**src/rtl/lint_xbar_rr.sv**
```systemverilog
// NB_MASTER x NB_SLAVE data-memory crossbar: per-target round-robin arbitration, per-target
// ID FIFOs for in-order response routing, and an internal error slave for unmapped addresses.
module lint_xbar_rr #(
  parameter int unsigned NB_MASTER  = 3,
  parameter int unsigned NB_SLAVE   = 3,
  parameter int unsigned ADDR_WIDTH = 32,
  parameter int unsigned DATA_WIDTH = 32,
  parameter int unsigned MAX_OUTST  = 2,
  parameter logic [31:0] ERR_RDATA  = 32'hBADACCE5
) (
  input  logic                             clk_i,
  input  logic                             rst_i,
  input  logic [NB_SLAVE*ADDR_WIDTH-1:0]   start_addr_i,
  input  logic [NB_SLAVE*ADDR_WIDTH-1:0]   end_addr_i,
  input  logic [NB_MASTER-1:0]             mst_req_i,
  input  logic [NB_MASTER*ADDR_WIDTH-1:0]  mst_addr_i,
  input  logic [NB_MASTER-1:0]             mst_we_i,
  input  logic [NB_MASTER*DATA_WIDTH/8-1:0] mst_be_i,
  input  logic [NB_MASTER*DATA_WIDTH-1:0]  mst_wdata_i,
  output logic [NB_MASTER-1:0]             mst_gnt_o,
  output logic [NB_MASTER-1:0]             mst_rvalid_o,
  output logic [NB_MASTER*DATA_WIDTH-1:0]  mst_rdata_o,
  output logic [NB_MASTER-1:0]             mst_err_o,
  output logic [NB_SLAVE-1:0]              slv_req_o,
  output logic [NB_SLAVE*ADDR_WIDTH-1:0]   slv_addr_o,
  output logic [NB_SLAVE-1:0]              slv_we_o,
  output logic [NB_SLAVE*DATA_WIDTH/8-1:0] slv_be_o,
  output logic [NB_SLAVE*DATA_WIDTH-1:0]   slv_wdata_o,
  input  logic [NB_SLAVE-1:0]              slv_gnt_i,
  input  logic [NB_SLAVE-1:0]              slv_rvalid_i,
  input  logic [NB_SLAVE*DATA_WIDTH-1:0]   slv_rdata_i
);

  localparam int unsigned BeW    = DATA_WIDTH / 8;
  localparam int unsigned NbTgt  = NB_SLAVE + 1;
  localparam int unsigned ErrIdx = NB_SLAVE;
  localparam int unsigned IdW    = (NB_MASTER > 1) ? $clog2(NB_MASTER) : 1;
  localparam int unsigned TgtW   = $clog2(NbTgt);
  localparam int unsigned CntW   = $clog2(MAX_OUTST + 1);
  localparam int unsigned PtrW   = (MAX_OUTST > 1) ? $clog2(MAX_OUTST) : 1;
  localparam logic [DATA_WIDTH-1:0] ErrData = DATA_WIDTH'(ERR_RDATA);

  // (base + off) mod NB_MASTER, with off < NB_MASTER
  function automatic logic [IdW-1:0] rot_idx(input logic [IdW-1:0] base, input int unsigned off);
    int unsigned sum;
    sum = 32'(base) + off;
    if (sum >= NB_MASTER) sum = sum - NB_MASTER;
    return IdW'(sum);
  endfunction

  function automatic logic [PtrW-1:0] ptr_inc(input logic [PtrW-1:0] ptr);
    return (ptr == PtrW'(MAX_OUTST - 1)) ? '0 : ptr + PtrW'(1);
  endfunction

  logic [IdW-1:0]  r_rr_ptr [NbTgt];
  logic [IdW-1:0]  r_fifo   [NbTgt][MAX_OUTST];
  logic [PtrW-1:0] r_wr_ptr [NbTgt];
  logic [PtrW-1:0] r_rd_ptr [NbTgt];
  logic [CntW-1:0] r_fill   [NbTgt];
  logic [CntW-1:0] r_cnt    [NB_MASTER];
  logic [TgtW-1:0] r_tgt    [NB_MASTER];
  logic            r_err_rvalid;

  logic [TgtW-1:0]       w_dec      [NB_MASTER];
  logic [NB_MASTER-1:0]  w_elig     [NbTgt];
  logic [IdW-1:0]        w_sel      [NbTgt];
  logic [IdW-1:0]        w_head     [NbTgt];
  logic [DATA_WIDTH-1:0] w_rsp_data [NbTgt];
  logic [NbTgt-1:0]      w_full;
  logic [NbTgt-1:0]      w_any;
  logic [NbTgt-1:0]      w_tgt_gnt;
  logic [NbTgt-1:0]      w_hs;
  logic [NbTgt-1:0]      w_rsp_vld;
  logic [NbTgt-1:0]      w_pop;
  logic [NB_MASTER-1:0]  w_mst_gnt;
  logic [NB_MASTER-1:0]  w_mst_dec;

  // The error slave accepts whenever offered; a full FIFO already masks its requesters.
  assign w_tgt_gnt = {1'b1, slv_gnt_i};
  assign w_rsp_vld = {r_err_rvalid, slv_rvalid_i};
  assign w_hs      = w_any & w_tgt_gnt;

  // Descending scan so the lowest matching slave wins on overlap.
  always_comb begin
    for (int m = 0; m < int'(NB_MASTER); m++) begin
      w_dec[m] = TgtW'(ErrIdx);
      for (int s = int'(NB_SLAVE) - 1; s >= 0; s--) begin
        if ((mst_addr_i[m*ADDR_WIDTH +: ADDR_WIDTH] >= start_addr_i[s*ADDR_WIDTH +: ADDR_WIDTH]) &&
            (mst_addr_i[m*ADDR_WIDTH +: ADDR_WIDTH] <= end_addr_i[s*ADDR_WIDTH +: ADDR_WIDTH])) begin
          w_dec[m] = TgtW'(s);
        end
      end
    end
  end

  always_comb begin
    for (int t = 0; t < int'(NbTgt); t++) begin
      w_full[t] = (r_fill[t] == CntW'(MAX_OUTST));
      w_pop[t]  = w_rsp_vld[t] && (r_fill[t] != '0);
      w_head[t] = r_fifo[t][r_rd_ptr[t]];
    end
  end

  // A master may only add to an open target while below the outstanding limit.
  always_comb begin
    for (int t = 0; t < int'(NbTgt); t++) begin
      for (int m = 0; m < int'(NB_MASTER); m++) begin
        w_elig[t][m] = mst_req_i[m] && (w_dec[m] == TgtW'(t)) && !w_full[t] &&
                       ((r_cnt[m] == '0) ||
                        ((r_tgt[m] == TgtW'(t)) && (r_cnt[m] < CntW'(MAX_OUTST))));
      end
    end
  end

  // Scan from the farthest offset down so the nearest eligible index at/after ptr wins.
  always_comb begin
    for (int t = 0; t < int'(NbTgt); t++) begin
      w_sel[t] = '0;
      w_any[t] = 1'b0;
      for (int i = int'(NB_MASTER) - 1; i >= 0; i--) begin
        if (w_elig[t][rot_idx(r_rr_ptr[t], i)]) begin
          w_sel[t] = rot_idx(r_rr_ptr[t], i);
          w_any[t] = 1'b1;
        end
      end
    end
  end

  always_comb begin
    for (int s = 0; s < int'(NB_SLAVE); s++) begin
      w_rsp_data[s] = slv_rdata_i[s*DATA_WIDTH +: DATA_WIDTH];
    end
    w_rsp_data[ErrIdx] = ErrData;
  end

  always_comb begin
    w_mst_gnt = '0;
    w_mst_dec = '0;
    for (int m = 0; m < int'(NB_MASTER); m++) begin
      for (int t = 0; t < int'(NbTgt); t++) begin
        if (w_hs[t] && (w_sel[t] == IdW'(m))) w_mst_gnt[m] = 1'b1;
        if (w_pop[t] && (w_head[t] == IdW'(m))) w_mst_dec[m] = 1'b1;
      end
    end
  end

  always_comb begin
    mst_gnt_o    = w_mst_gnt & ~{NB_MASTER{rst_i}};
    mst_rvalid_o = '0;
    mst_err_o    = '0;
    mst_rdata_o  = '0;
    for (int t = 0; t < int'(NbTgt); t++) begin
      if (w_pop[t] && !rst_i) begin
        mst_rvalid_o[w_head[t]] = 1'b1;
        mst_err_o[w_head[t]]    = (t == int'(ErrIdx));
        mst_rdata_o[int'(w_head[t])*DATA_WIDTH +: DATA_WIDTH] = w_rsp_data[t];
      end
    end
  end

  always_comb begin
    slv_req_o   = '0;
    slv_addr_o  = '0;
    slv_we_o    = '0;
    slv_be_o    = '0;
    slv_wdata_o = '0;
    for (int s = 0; s < int'(NB_SLAVE); s++) begin
      if (w_any[s] && !rst_i) begin
        slv_req_o[s] = 1'b1;
        slv_we_o[s]  = mst_we_i[w_sel[s]];
        slv_addr_o[s*ADDR_WIDTH +: ADDR_WIDTH] =
            mst_addr_i[int'(w_sel[s])*ADDR_WIDTH +: ADDR_WIDTH];
        slv_be_o[s*BeW +: BeW] = mst_be_i[int'(w_sel[s])*BeW +: BeW];
        slv_wdata_o[s*DATA_WIDTH +: DATA_WIDTH] =
            mst_wdata_i[int'(w_sel[s])*DATA_WIDTH +: DATA_WIDTH];
      end
    end
  end

  always_ff @(posedge clk_i) begin
    if (rst_i) begin
      for (int t = 0; t < int'(NbTgt); t++) begin
        r_rr_ptr[t] <= '0;
        r_wr_ptr[t] <= '0;
        r_rd_ptr[t] <= '0;
        r_fill[t]   <= '0;
        for (int k = 0; k < int'(MAX_OUTST); k++) r_fifo[t][k] <= '0;
      end
      for (int m = 0; m < int'(NB_MASTER); m++) begin
        r_cnt[m] <= '0;
        r_tgt[m] <= '0;
      end
      r_err_rvalid <= 1'b0;
    end else begin
      for (int t = 0; t < int'(NbTgt); t++) begin
        if (w_hs[t]) begin
          r_fifo[t][r_wr_ptr[t]] <= w_sel[t];
          r_wr_ptr[t]            <= ptr_inc(r_wr_ptr[t]);
          r_rr_ptr[t]            <= rot_idx(w_sel[t], 1);
        end
        if (w_pop[t]) r_rd_ptr[t] <= ptr_inc(r_rd_ptr[t]);
        r_fill[t] <= r_fill[t] + CntW'(w_hs[t]) - CntW'(w_pop[t]);
      end
      for (int m = 0; m < int'(NB_MASTER); m++) begin
        r_cnt[m] <= r_cnt[m] + CntW'(w_mst_gnt[m]) - CntW'(w_mst_dec[m]);
        if (w_mst_gnt[m]) r_tgt[m] <= w_dec[m];
      end
      // Write data to the error slave is simply dropped; only the response is generated.
      r_err_rvalid <= w_hs[ErrIdx];
    end
  end

  // Responses with nothing outstanding (e.g. stragglers from before a reset) are dropped.
  always_ff @(posedge clk_i) begin
    if (!rst_i) begin
      for (int t = 0; t < int'(NbTgt); t++) begin
        assert (!(w_rsp_vld[t] && (r_fill[t] == '0)))
          else $warning("lint_xbar_rr: response on target %0d with nothing outstanding dropped", t);
      end
    end
  end

endmodule

```
**config.mk**
```make
export PLATFORM = sky130hd
export DESIGN_NAME = lint_xbar_rr
export DESIGN_NICKNAME = d
export VERILOG_FILES = /design/src/rtl/lint_xbar_rr.sv
export SDC_FILE = /design/constraint.sdc
export NUM_CORES = 2
export LEC_CHECK = 0
export BUFFER_PORTS_ARGS = -buffer_cell sky130_fd_sc_hd__buf_4
export CAP_MARGIN = 20
export CORE_AREA = 2 2 322 324
export CTS_CLUSTER_DIAMETER = 50
export DETAILED_ROUTE_END_ITERATION = 12
export DIE_AREA = 0 0 324 326
export PLACE_DENSITY = 0.53
export SYNTH_ARGS = -nofsm -noshare
export SYNTH_HDL_FRONTEND = slang
export SYNTH_SLANG_ARGS = --single-unit
export TNS_END_PERCENT = 5
```
**constraint.sdc**
```tcl
create_clock -name clk_i -period 6.3 [get_ports clk_i]
set_input_delay 0.315 -clock clk_i [delete_from_list [all_inputs] [get_ports clk_i]]
set_output_delay 0.315 -clock clk_i [all_outputs]
set_load 0.1 [all_outputs]
```
==> run_results.csv <==
group,metric,value,unit
timing,finalHoldViolations,0,
synthesis,synth_enable_flop_cells,32,
die,dieWidth,324,um
pwr,total_power,5.25,mW
worst_setup_path,critical_path.endpoint_type,"output port",
synthesis,postSynthRegisterBits,53,
place,gp_congestion,0.936,
timing,finalHoldWorstSlack,0.376,ns
synthesis,postSynth.topFlopCell,"edfxtp_1",
cts,h-tree-depth,2,
cts,cts.path.max_buffers,2,
routing,dr.pass1.iters,5,
synthesis,yosysSeqAreaShare,5.76,%
place,preCtsSetupSlack,0.137,ns
pwr,power_density,163,nW/um^2
routing,post-route-drc-count,0,
worst_setup_path,cp_data_arrival_time,5.66,ns
die,fp.dieH,326,um
synthesis,synth.most_common_cell,"ha_1",
global_route,first_global_vias,27920,
worst_setup_path,biggest_cell_delay_along_the_critical_path,0.96,ns
die,design.portCount,821,
worst_hold_path,hold_depth,2,
die,fp.dieArea,106000,sq um
global_route,grt_max_degree,86,
pwr,switching_component_of_the_power,3.28,mW
synthesis,syn_avg_cell_area,7.51,sq um
cells_and_area,final_design_area_no_fill,32200,sq um
synthesis,netlist.area_leader.share,32.9,%
cells_and_area,post_route_cells_drive_above_1_share,24.4,%
routing,first_iter_violations,2241,
worst_setup_path,crit_slowest_cell,"nor4_1",
pwr,leakage,16.5,nW
timing,unrepaired_setup_endpoints_after_global_routing,"no",
pwr,share_comb_of_total_power,84.7,%
worst_setup_path,timing.setup.critical_path_class,"in2out",
status,status,"completed",
pwr,internal-power,1.96,mW
worst_setup_path,critical_path.max_fanout,18,
die,initial_core_util,23.4,%
timing,worst_slack,0.322,ns
cts,worst_setup_hold_path_clk_slew,0.07,ns
synthesis,synthDistinctLibCells,90,
timing,finalSetupViolCount,0,
synthesis,synthTopCellsByArea,"ha_1 (33%), mux2i_1 (9.0%), a211oi_1 (7.3%), a21oi_1 (6.4%), nor2_1 (5.7%)",
routing,postRouteWirelength,133000,um
synthesis,synth_async_sr_flop_share,0,%
pwr,clkPwrFrac,5.3,%
job,number_of_max_capacitance_violations_reported,0,
pwr,pwr-share-seq,10.0,%
worst_setup_path,required,5.98,ns
timing,headroom_to_the_max_slew_limit,26.5,%
global_route,overflow,0,
routing,detailroute.via_count,28812,
cells_and_area,area_grow_syn2layout,34.5,%
synthesis,yosysTopAreaCell,"ha_1",
cells_and_area,fillers,11152,
timing,max_slew.worst_pin.slew,1.09,ns
cts,clock_latency,0.30,ns
worst_setup_path,worstPathCellList,"buf_4 > ha_1 > nand4_1 > nor4_1 > o21ai_0 > a31oi_1 > o41ai_1 > a21oi_2 > and4bb_4 > nor2_1 > a31o_2 > or3_4 > buf_4 > a211oi_1 > buf_4",
global_route,grt_first_pass_wirelength,190000,um
timing,final_period_minus_worst_setup_slack,5.98,ns
global_route,antenna_violations_before_repair,19,
timing,max_freq,0.167,GHz
cells_and_area,area.sequential,1380,sq um
cts,cts_tree,"built",
global_route,global_route.usage.total,23.9,%
worst_setup_path,worst-r2r-cell-count,13,
cts,cts_root_buf,"clkbuf_16",
synthesis,netlist_instances,3193,
worst_setup_path,timing.critical_path.mode_cell,"buf_4",
die,site_rows,118,
timing,fin_setup_tns,0,ns
synthesis,post_synth_most_frequent_cells,"ha_1 (630), nor2_1 (362), a21oi_1 (307)",
cts,cts_setup_buffers,0,
synthesis,synth-warning-count,0,
timing,timing_max_transition_violations_final,0,
place,io_buffers,820,
synthesis,synth.cell_area,24000,sq um
synthesis,synth_fp_nets,4329,
place,dpl.hpwl,106000,um
pwr,ir_worst_vdd,123,uV
cts,cts_made_buffers,5,
die,core_region_area,103000,sq um
place,postPlaceCellArea,32000,sq um
cells_and_area,footprint_of_the_multi_input_gates,21100,sq um
routing,post_drt_via_cell_ratio,5.39,
worst_setup_path,element_type_at_the_critical_path_start,"primary input",
timing,skew,0.00607,ns
pwr,swShare,62.6,%
cts,tritoncts_num_sinks,53,
routing,ant_nets,0,
cells_and_area,finish.net_count,5078,
worst_hold_path,hold_path_class,"in2reg",
routing,routedWlPerCell,24.9,um
timing,finalCritPeriodShare,94.9,%
[sequential cells by signal, summed over array words and instances, names as in the netlist]
signal	count
r_fifo	16
r_fill	8
r_rr_ptr	8
r_cnt	6
r_tgt	6
r_rd_ptr	4
r_wr_ptr	4
r_err_rvalid	1
[layer usage]
layer	routed length, um	share of wire, %	global-route usage (%)
met4	4430	3.3	7.41
met1	57600	43	31.7
met5	13	0.0098	0
met2	61300	46	39.8
met3	9790	7.3	3.55
[path summary, 6_finish.rpt]
check,start,end,slack [ns]
setup / recovery,mst_addr_i[47],slv_addr_o[56],0.32
setup reg to reg,r_tgt[0][4],r_cnt[0][3],2.76
hold / removal,slv_gnt_i[2],r_rr_ptr[2][0],0.38
hold reg to reg,r_fifo[2][1],r_fifo[2][1],0.48
[power by group through the flow]
stage | clock network, mW | registers, mW | logic [mW]
final | 0.280 | 0.524 | 4.44
after global routing | 0.297 | 0.538 | 4.75
after CTS | 0.285 | 0.524 | 4.43
after detailed placement | 0 | 0.531 | 4.41
after global placement | 0 | 0.530 | 4.38
after floorplan | 0 | 0.515 | 2.94
[per-stage QoR]
stage / instances / util [%]
after floorplan: 3193 / -
after global placement: 5313 / 31.2
after detailed placement: 5313 / 31.2
after CTS: 5321 / 31.4
after global routing: 5338 / 31.4
final: 5342 / 31.4
[repair_timing]
item | in CTS | in global routing
gates resized for setup | 0 | 2
hold buffers | 0 | 0
setup endpoints to repair | 0 | 1
[placed cells by master (no fill, tap or decap), drive strengths merged, types with 8 or more instances in the layout]
master   netlist  final
nand2        148    148
and2           8      8
and3          16     16
nor2         363    363
nand4        104    104
nand2b        14     14
diode          0     19
nor3          30     30
ha           630    630
a211o          8      8
nand3         65     65
nor4          17     17
o211ai        19     19
mux2i        215    215
a211oi       236    236
edfxtp        32     32
or2            9      9
a22oi         97     97
a2111oi       12     12
dfxtp         21     21
a21o          49     49
o21a          11     11
and4          15     15
buf           49    895
inv          266    267
a31oi         30     30
a21oi        308    308
a221oi        16     16
nor2b         33     33
o21ai        146    146
[worst max-delay path: cells and delay by family]
family | cells | cell delay, ns
adders and majority gates | 1 | 0.35
buffers and inverters | 3 | 0.87
AOI/OAI and AO/OA | 6 | 2.11
and+or+nand+nor | 5 | 1.99
[logic make-up after synthesis]
family | Yosys count | synth area share (%)
XOR/XNOR | 14 | 0.512
AO/OA/AOI/OAI | 1000 | 27.5
multiplexers | 219 | 9.17
AND/OR/NAND/NOR | 853 | 17.0
flip-flops | 53 | 5.76
buffers and inverters | 420 | 6.98
adder cells (fa/ha/maj) | 634 | 33.1
[final cells by class]
cell class	count	area share, %
Timing Repair Buffer	896	21.4
Clock inverter	2	0.0427
Tap cell	1380	5.36
Antenna cell	19	0.147
Clock buffer	6	0.400
Multi-Input combinational cell	2720	65.3
Inverter	266	3.10
Sequential cell	53	4.28
Power figures use the tool's default switching activity.
